### src/rtl/ext_irq_ctrl.sv
// External interrupt controller: synchronizes up to 31 lines, raises meip_o for the
// lowest enabled pending source, and exposes claim/complete registers on a small slave port.
// Optional edge-triggered sources are built when EXT_IRQ_EDGE_DETECT_EN is defined.
module ext_irq_ctrl #(
    parameter int NUM_IRQ = 8
) (
    input  logic               clk_i,
    input  logic               reset_i,
    input  logic [NUM_IRQ-1:0] irq_i,
    input  logic               ack_i,
    output logic               meip_o,
    input  logic [4:0]         addr_i,
    input  logic [31:0]        wdata_i,
    input  logic               wen_i,
    input  logic               ren_i,
    output logic [31:0]        rdata_o
);

    localparam logic [2:0] REG_PENDING  = 3'd0;
    localparam logic [2:0] REG_ENABLE   = 3'd1;
    localparam logic [2:0] REG_CLAIM    = 3'd2;
    localparam logic [2:0] REG_COMPLETE = 3'd3;
    localparam logic [2:0] REG_TRIGGER  = 3'd4;

    logic [NUM_IRQ-1:0] sync1_q, sync2_q;
    logic [NUM_IRQ-1:0] pend_q, pend_d;
    logic [NUM_IRQ-1:0] enable_q, enable_d;
    logic [4:0]         claim_id_q, claim_id_d;
    logic               busy_q, busy_d;
    logic               meip_q, meip_d;
    logic [31:0]        rdata_q, rdata_d;

    logic [NUM_IRQ-1:0] cand_vec;
    logic [4:0]         cand_idx;
    logic               cand_any;
    logic               claim_ok;
    logic [2:0]         sel;

    // Byte-lane bits of the address and the upper write-data bits carry no meaning here.
    logic unused_bits;
    assign unused_bits = ^{wdata_i, addr_i[1:0]};

    assign sel      = addr_i[4:2];
    assign cand_vec = pend_q & enable_q;
    assign cand_any = |cand_vec;
    assign claim_ok = ack_i & ~busy_q & cand_any;

    // Fixed priority: lowest index wins, so scan downward and let the last hit stand.
    always_comb begin
        cand_idx = '0;
        for (int k = NUM_IRQ - 1; k >= 0; k--) begin
            if (cand_vec[k]) begin
                cand_idx = 5'(k);
            end
        end
    end

`ifdef EXT_IRQ_EDGE_DETECT_EN
    logic [NUM_IRQ-1:0] sync3_q;
    logic [NUM_IRQ-1:0] trigger_q, trigger_d;
    logic [NUM_IRQ-1:0] rise;
    logic [NUM_IRQ-1:0] claim_clr;

    assign rise = sync2_q & ~sync3_q;

    for (genvar gi = 0; gi < NUM_IRQ; gi++) begin : g_claim_clr
        assign claim_clr[gi] = claim_ok && (cand_idx == 5'(gi));
    end

    // A new rising edge outranks the clear from a same-cycle claim.
    always_comb begin
        pend_d = sync2_q;
        for (int k = 0; k < NUM_IRQ; k++) begin
            if (trigger_q[k]) begin
                pend_d[k] = rise[k] | (pend_q[k] & ~claim_clr[k]);
            end
        end
    end
`else
    always_comb begin
        pend_d = sync2_q;
    end
`endif

    always_comb begin
        enable_d   = enable_q;
        claim_id_d = claim_id_q;
        busy_d     = busy_q;
        rdata_d    = rdata_q;
`ifdef EXT_IRQ_EDGE_DETECT_EN
        trigger_d  = trigger_q;
`endif

        // Claim decisions use enable_q, so a same-cycle ENABLE write does not affect them.
        if (ack_i) begin
            if (claim_ok) begin
                claim_id_d = cand_idx + 5'd1;
                busy_d     = 1'b1;
            end else begin
                claim_id_d = 5'd0;
            end
        end

        if (wen_i) begin
            case (sel)
                REG_ENABLE: enable_d = wdata_i[NUM_IRQ-1:0];
                REG_COMPLETE: begin
                    if (busy_q && (wdata_i[4:0] == claim_id_q)) begin
                        busy_d = 1'b0;
                    end
                end
`ifdef EXT_IRQ_EDGE_DETECT_EN
                REG_TRIGGER: trigger_d = wdata_i[NUM_IRQ-1:0];
`endif
                default: ;
            endcase
        end

        meip_d = cand_any & ~busy_q;

        if (ren_i) begin
            case (sel)
                REG_PENDING: rdata_d = 32'(pend_q);
                REG_ENABLE:  rdata_d = 32'(enable_q);
                REG_CLAIM:   rdata_d = {busy_q, 26'd0, claim_id_q};
`ifdef EXT_IRQ_EDGE_DETECT_EN
                REG_TRIGGER: rdata_d = 32'(trigger_q);
`endif
                default:     rdata_d = 32'd0;
            endcase
        end
    end

    always_ff @(posedge clk_i or negedge reset_i) begin
        if (!reset_i) begin
            sync1_q    <= '0;
            sync2_q    <= '0;
            pend_q     <= '0;
            enable_q   <= '0;
            claim_id_q <= '0;
            busy_q     <= 1'b0;
            meip_q     <= 1'b0;
            rdata_q    <= '0;
        end else begin
            sync1_q    <= irq_i;
            sync2_q    <= sync1_q;
            pend_q     <= pend_d;
            enable_q   <= enable_d;
            claim_id_q <= claim_id_d;
            busy_q     <= busy_d;
            meip_q     <= meip_d;
            rdata_q    <= rdata_d;
        end
    end

`ifdef EXT_IRQ_EDGE_DETECT_EN
    always_ff @(posedge clk_i or negedge reset_i) begin
        if (!reset_i) begin
            sync3_q   <= '0;
            trigger_q <= '0;
        end else begin
            sync3_q   <= sync2_q;
            trigger_q <= trigger_d;
        end
    end
`endif

    assign meip_o  = meip_q;
    assign rdata_o = rdata_q;

endmodule

### config.mk
export PLATFORM = sky130hd
export DESIGN_NAME = ext_irq_ctrl
export DESIGN_NICKNAME = d
export VERILOG_FILES = /design/src/rtl/ext_irq_ctrl.sv
export SDC_FILE = /design/constraint.sdc
export NUM_CORES = 1
export LEC_CHECK = 0
export ABC_CLOCK_PERIOD_IN_PS = 1600
export BUFFER_PORTS_ARGS = -buffer_cell sky130_fd_sc_hd__buf_2
export CELL_PAD_IN_SITES_DETAIL_PLACEMENT = 0
export CELL_PAD_IN_SITES_GLOBAL_PLACEMENT = 1
export CORE_MARGIN = 2
export CORE_UTILIZATION = 36
export CTS_CLUSTER_DIAMETER = 40
export DETAILED_ROUTE_END_ITERATION = 8
export PLACE_DENSITY_LB_ADDON = 0.15
export SLEW_MARGIN = 20
export SYNTH_ARGS = -nofsm -noshare
export SYNTH_HDL_FRONTEND = slang
export SYNTH_SLANG_ARGS = --single-unit
### constraint.sdc
create_clock -name clk_i -period 1.6 [get_ports clk_i]
set_input_delay 0.08 -clock clk_i [delete_from_list [all_inputs] [get_ports clk_i]]
set_output_delay 0.08 -clock clk_i [all_outputs]
set_load 0.01 [all_outputs]
**Yosys cells after proc, flatten, opt, wreduce, memory -nomap -nowiden**

Index checks and enable logic that the tools add are counted.

- Input port bits: 50
- Output and inout port bits: 33
- Bits in registers: 71
- Word-level logic and storage cells: 37

- Mux-type cells: 15
- Bitwise logic cells: 5
- Reductions and logical operators: 4
- Add/sub/neg operators: 1
- Equality and inequality tests: 4

Operators by type and width:

| kind | number |
|---|---|
| $pmux W32 S3 | 1 |
| $mux W5 | 7 |
| $and A8 B8 Y8 | 1 |
| $reduce_or A8 Y1 | 1 |
| $eq A3 B2 Y1 const B | 2 |
| $mux W3 | 2 |
| $add A5 B1 Y5 const B | 1 |
| $eq A5 B5 Y1 | 1 |
| $mux W1 | 5 |
| $and A1 B1 Y1 | 3 |
| $eq A3 B1 Y1 const B | 1 |
| $logic_not A3 Y1 | 1 |
| $reduce_and A2 Y1 | 1 |
| $logic_and A1 B1 Y1 | 1 |
| $not A1 Y1 | 1 |

**Logic depth before layout (Yosys ltp)**

Gate-level depths: netlist of the first run.

- Word-level depth: 11
- Mapped depth: 7
- Depth with buffers taken out: 7

**Least setup slack after synthesis of the first run**

No wires, ideal clock.

- Path type: register to register
- Start: register enable_q[4]
- End: register claim_id_q[2]
- Path buffers: 0
- Library setup time: 0.082 ns
- Arrival time: 1.437 ns
- Clock period less this slack: 1.519 ns
- Data required time: 1.518 ns
- Slack: 0.081 ns
- Cell stages (with the launch flop): 8
- Path through: dfrtp_1 -> nand2_1 -> a32oi_1 -> and2_1 -> o21ai_0 -> ha_1 -> a211o_1 -> a31oi_1

- Word-level cells in the longest chain between the ends: 8
- Elaborated cells between the ends (all ways): 10
- Those cells by class: 1 x add/sub; 6 x mux; 2 x bitwise; 1 x reduce/logical

Ends and longest elaborated chain:

| what | RTL line | text |
|---|---|---|
| start, declared | 27 | `logic [NUM_IRQ-1:0] enable_q, enable_d;` |
| start signal, assigned | 148 | `enable_q <= enable_d;` |
| $and A8 B8 Y8 * | 44 | `assign cand_vec = pend_q & enable_q;` |
| $mux W5 (5 in a row) | 52 | `if (cand_vec[k]) begin` |
| $add A5 B1 Y5 | 97 | `claim_id_d = cand_idx + 5'd1;` |
| $mux W5 * | 96 | `if (claim_ok) begin` |
| end signal, assigned | 149 | `claim_id_q <= claim_id_d;` |
| end, declared | 28 | `logic [4:0] claim_id_q, claim_id_d;` |

Mark *: on every way between the ends. The rest lies on a longest branch, timed or not.
A chain may end at the register's enable or synchronous reset.

**Worst setup path after layout of the first run**

- Start: register pend_q[4]
- End: register claim_id_q[2]

- Word-level cells in the longest chain between the ends: 8
- Elaborated cells between the ends (all ways): 10
- Those cells by class: 1 x add/sub; 6 x mux; 2 x bitwise; 1 x reduce/logical

Ends and longest elaborated chain:

| what | RTL line | text |
|---|---|---|
| start, declared | 26 | `logic [NUM_IRQ-1:0] pend_q, pend_d;` |
| start signal, assigned | 147 | `pend_q <= pend_d;` |
| $and A8 B8 Y8 * | 44 |  |
| $mux W5 (5 in a row) | 52 |  |
| $add A5 B1 Y5 | 97 |  |
| $mux W5 * | 96 |  |

Marked as above.

==> impl_metrics.ini, run 1 <==
[outcome]
status = finished clean

[setup_path]
critPathMaxFanout = 2
critPathKind = flop to flop
reg2reg_to = claim_id_q[2]$_DFFE_PN0P_
r2r_slack_ps = 5
rr_worst_depth = 7
end_kind = flop
required_ps = 1810
rr_startpoint = pend_q[4]$_DFF_PN0_
cp.arrival_ps = 1810
crit_path_start_kind = flop

[yosys]
synth_flop_cell = dfrtp_1
synth_mux_area_share_pct = 8.96
post-synth-top-count-cell = dfrtp_1
async_flop_share_pct = 100
netlist.top_cell.by_area = dfrtp_1
synth_top_area_share_pct = 58.1
postSynthAreaPerCell_um2 = 12.2
synthTopCellsByCount = dfrtp_1 (47), buf_4 (24)
synth_top_family_by_area = buffers and inverters
synth_area_leaders = dfrtp_1 (58%), buf_4 (8.9%), mux2_2 (5.0%)
synth_simple_gate_area_share_pct = 8.96
ys_ff_latch = 47
syn_inst = 166
synth_cell_types = 34
synth-compound-area-share_pct = 10.3
ys_seq_area_share_pct = 58.1
synth_fa_ha_area_share_pct = 0.618
synth_area_mm2 = 0.00202
synth-xor-area-share_pct = 1.73
synth_edf_count = 0
ys_warn_count = 0

[cts]
cts_root_buf = clkbuf_8
cts_buffer_depth = 2
cts-buffers-inserted = 5
cts_sinks = 47
tritoncts = yes
clkLatencyLatePin_ps = 300
clk_pin_slew_ps = 90
htreeDepth = 2

[power]
p_int_uw = 2030
power_density_mw_per_mm2 = 1080
p_sw_uw = 720
p_leak_uw = 0.00124
clkPwrFrac_pct = 31.2
vdd_drop_max_mv = 0.587
combPwrFrac_pct = 19.4
power.share.sequential_pct = 49.4
switching_share_pct = 26.2

[global_routing]
grt_pass1_vias = 1294
antenna_found_initial = 0
grt_use_total_pct = 12.4
grt_overflow = 0
grt_pass1_wl_um = 5830
grt_max_degree = 48

[final_layout]
nNetsFinal = 280
utilization_pct = 46.7
fillers = 518
drive_gt1_share_pct = 36.1
syn_to_final_growth_pct = 26.1
antennaDiodeCount = 0

[hold_path]
min-delay-start = wdata_i[5]
hold_depth = 2
worstHoldEndpoint = enable_q[5]$_DFFE_PN0P_
min_path_type = primary input to flop

[sta]
slew_headroom_pct = 61.8
period_share_pct = 99.7
finalCriticalPeriod_ps = 1590
clock_skew_ps = 5.37
hold_viol = 0
setup_viol = 0
rsz0062_at_grt = true
worstMarginPinSlew_ps = 573
finalMaxSlewViolations = 0
fin_ws_ps = 5.17
max_freq_mhz = 627

[floorplan]
die_h_um = 79.0
die_w_um = 79.0
start_util_pct = 37.0
io_pins = 83
design.core.area_mm2 = 0.00547
rows = 27
die-area_mm2 = 0.00624

[route]
drc_errors = 0
ant_nets = 0
drt_iter0_drc = 58
totalWireLength_um = 3650
firstDrtPassIters = 4
vias = 1331
avgViaCountPerCell = 4.41
wl_per_cell_um = 12.1

[placement]
place_ws_ps = -56.6
port_buffers = 33
hpwl_um = 2680
place_congestion = 0.806

[flow_run]
max_cap_violations = 0
[timing repair]
| item | in CTS | in global routing |
|---|---|---|
| hold endpoints to repair | 55 | 2 |
| setup buffers | 8 | 2 |
| endpoints found under the setup margin | 1 | 3 |
| hold buffers | 9 | 2 |
| resized for setup | 6 | 4 |
| pin swaps | 9 | 6 |
[cells by family (layout without fill, tap and decap cells)]
| family | count (synthesis) | after routing |
|---|---|---|
| muxes | 17 | 17 |
| adders and majority gates | 1 | 1 |
| AOI/OAI and AO/OA | 28 | 28 |
| and+or+nand+nor | 32 | 32 |
| buffers and inverters | 36 | 78 |
| other | 1 | 23 |
| DFF | 47 | 47 |
| xor gates and xnor gates | 4 | 4 |
[worst max-delay path, cell delays in order, from the launching register on]
cell and delay (ps):
dfrtp_1 380, nand2_2 70, a32oi_2 240, and2_4 190, o21ai_2 50, ha_2 170, a211o_1 230, a31oi_1 190
[power groups by stage]
stage	sequential [uW]	combinational, uW	clock [uW]
2_1_floorplan	1380	292	0
3_3_place_gp	1380	418	0
3_5_place_dp	1380	424	0
4_1_cts	1360	503	886
5_1_grt	1370	587	942
6_report	1360	534	858
[cells in the final DEF (no fill, tap or decap), drive strengths merged, types with 7 or more instances in the layout]
master,n
buf,50
dfrtp,47
conb,23
dlygate4sd3,11
nand2,10
inv,9
o22ai,9
mux2,9
mux2i,8
a21oi,7
[registers in the layout, indices dropped and copies added, names as in the netlist]
signal / flops
meip_o: 1
enable_q: 8
busy_q: 1
sync1_q: 8
rdata_o: 9
pend_q: 8
claim_id_q: 4
pend_d: 8
[area by class of cell]
type	count	area [um^2]	share of cell area, %
flip-flops and latches	47	1180	46.1
multi-input cells	105	738	28.9
repair buffers	61	403	15.8
well taps	72	90.1	3.53
clock buffers	5	68.8	2.69
clock inverters	3	43.8	1.71
inverters	9	33.8	1.32
[metrics by stage]
step,hold WS (ps),power [uW],instances,area (um^2),setup TNS [ps]
6_report,21.2,2750,302,2550,0
5_1_grt,7.63,2900,302,2550,-155
4_1_cts,2.52,2750,298,2500,0
3_5_place_dp,189,1800,273,2220,-56.6
3_3_place_gp,188,1790,273,2220,-17.2
2_1_floorplan,-216,1670,188,2110,0
[metal layers]
metal	track usage, %	wire (um)	vias up
met5	0	0	-
met4	5.17	60	0
met3	3.52	213	6
met2	21.5	1790	56
met1	14.3	1590	624
li1	-	-	645
[how the worst max path moves through the flow]
stage | slack, ps | depth (start not counted) | to | start
3_3_place_gp | -20 | 6 | claim_id_q[2]$_DFFE_PN0P_ | enable_q[5]$_DFFE_PN0P_
5_1_grt | -80 | 6 | claim_id_q[1]$_DFFE_PN0P_ | enable_q[6]$_DFFE_PN0P_
4_1_cts | 5 | 6 | claim_id_q[1]$_DFFE_PN0P_ | enable_q[4]$_DFFE_PN0P_
3_5_place_dp | -60 | 6 | claim_id_q[2]$_DFFE_PN0P_ | enable_q[5]$_DFFE_PN0P_
6_report | 5 | 7 | claim_id_q[2]$_DFFE_PN0P_ | pend_q[4]$_DFF_PN0_
2_1_floorplan | 80 | 7 | claim_id_q[2]$_DFFE_PN0P_ | enable_q[4]$_DFFE_PN0P_
(Power assumes the default switching activity.)
==> run 2: changes to the inputs <==
--- a/config.mk
+++ b/config.mk
@@ -7,13 +7,14 @@
 export LEC_CHECK = 0
 export ABC_CLOCK_PERIOD_IN_PS = 1600
 export BUFFER_PORTS_ARGS = -buffer_cell sky130_fd_sc_hd__buf_2
+export CAP_MARGIN = 20
 export CELL_PAD_IN_SITES_DETAIL_PLACEMENT = 0
 export CELL_PAD_IN_SITES_GLOBAL_PLACEMENT = 1
 export CORE_MARGIN = 2
 export CORE_UTILIZATION = 36
 export CTS_CLUSTER_DIAMETER = 40
 export DETAILED_ROUTE_END_ITERATION = 8
-export PLACE_DENSITY_LB_ADDON = 0.15
+export PLACE_DENSITY_LB_ADDON = 0.08
 export SLEW_MARGIN = 20
 export SYNTH_ARGS = -nofsm -noshare
 export SYNTH_HDL_FRONTEND = slang
==> run 2 against run 1 <==
Clock power grew 18%. Power grew 5.8%. Sequential share of layout area grew 0.16 points. Via count shrank 1.4%. Routed wire length grew 2.3%. Critical path depth is the same.
==> impl_metrics.ini, run 2 (synthesis results as in run 1) <==
[sta]
setup_viol = 0
rsz0062_at_grt = true
finalSetupTns_ps = 0
fin_ws_ps = 12.6
period_share_pct = 99.2
clock_skew_ps = 6.15
hold_viol = 0
finalCriticalPeriod_ps = 1590
max_freq_mhz = 630
finalMaxSlewViolations = 0

[global_routing]
grt_pass1_vias = 1275
grt_overflow = 0
antenna_found_initial = 0
grt_pass1_wl_um = 5980
grt_max_degree = 25
grt_use_total_pct = 12.6

[hold_path]
min_path_type = primary input to flop
hold_depth = 2

[placement]
place_congestion = 0.782
hpwl_um = 2830
port_buffers = 33
place_area_mm2 = 0.00224
place_ws_ps = -23.3

[setup_path]
r2r_slack_ps = 10
end_kind = flop
critPathKind = flop to flop
crit_path_start_kind = flop
crit_cells = 7
slowest_delay_ps = 380
worst_path_max_delay_cell = dfrtp_1
path_buf_inv = 0
critPathMaxFanout = 2
cpLargestDelayFamily = compound AO/OA/AOI/OAI gates
cp.arrival_ps = 1810
cp_cell_sequence = nand2_2 > a32oi_2 > and2_4 > o21ai_4 > ha_4 > a211o_1 > a31oi_1
required_ps = 1820
rr_worst_depth = 7

[final_layout]
regArea_mm2 = 0.00118
antennaDiodeCount = 0
nNetsFinal = 275
fillers = 516
drive_gt1_share_pct = 34.7
largest_register_ffs = 9
utilization_pct = 46.5
final_common_cell = dfrtp_1
mostFrequentLayoutCells = dfrtp_1 (47), buf_2 (33), conb_1 (23)
fin_area_mm2 = 0.00254
syn_to_final_growth_pct = 25.7
multi_input_area_um2 = 744

[floorplan]
die_h_um = 79.0
die-area_mm2 = 0.00624
design.core.area_mm2 = 0.00547
start_util_pct = 37.0
io_pins = 83
rows = 27
die_w_um = 79.0

[route]
avgViaCountPerCell = 4.42
highest_layer = met4
drc_errors = 0
firstDrtPassIters = 4
wl_met3_um = 194
totalWireLength_um = 3740
ant_nets = 0
wl_met1_um = 1620
wl_met2_um = 1880
vias = 1313
wl_per_cell_um = 12.6
drt_iter0_drc = 33

[power]
power_density_mw_per_mm2 = 1140
vdd_drop_max_mv = 0.866
power_uw = 2910
p_leak_uw = 0.00122

[cts]
cts-buffers-inserted = 5
clkLatencyLatePin_ps = 300
htreeDepth = 2
cts_buffer_depth = 2
tritoncts = yes
cts_sinks = 47
cts_root_buf = clkbuf_8
clk_pin_slew_ps = 90

[flow_run]
max_cap_violations = 0

[outcome]
status = finished clean
run 2: final timing paths:
kind / start / to
setup / recovery: enable_q[4]$_DFFE_PN0P_ / claim_id_q[2]$_DFFE_PN0P_
hold / removal: wdata_i[7] / enable_q[7]$_DFFE_PN0P_
setup reg to reg: enable_q[4]$_DFFE_PN0P_ / claim_id_q[2]$_DFFE_PN0P_
hold reg to reg: pend_d[7]$_DFF_PN0_ / pend_q[7]$_DFF_PN0_
max in group asynchronous: reset_i / rdata_o[1]$_DFFE_PN0P_
min in group asynchronous: reset_i / pend_q[4]$_DFF_PN0_
run 2: where the power goes:
| part | internal (uW) | switching (uW) |
|---|---|---|
| sequential | 1280 | 74.3 |
| combinational | 278 | 262 |
| clock | 623 | 392 |
run 2: layout make-up:
| type | instances | share of cell area, % |
|---|---|---|
| multi-input cells | 105 | 29.3 |
| repair buffers | 56 | 14.3 |
| flip-flops and latches | 47 | 46.2 |
| inverters | 9 | 1.33 |
| clock buffers | 5 | 2.70 |
| clock inverters | 3 | 2.65 |
| well taps | 72 | 3.54 |
run 2: routing by layer:
metal | GRT usage [%] | up-vias
met5 | 0 | -
met4 | 3.10 | 0
met3 | 3.41 | 5
met1 | 15.4 | 613
li1 | - | 640
met2 | 21.9 | 55
run 2: what timing repair did:
item,4_1_cts,5_1_grt
hold buffers,9,0
gates resized for setup,3,8
pin swaps,1,8
endpoints found under the hold margin,30,0
buffers inserted,0,5
setup endpoints to repair,2,2
run 2: per-stage QoR:
stage	cells	hold WS [ps]
floorplan	188	-216
CTS	292	2.08
finish	297	5.56
detailed placement	275	70.0
global placement	275	60.9
global route	297	6.78
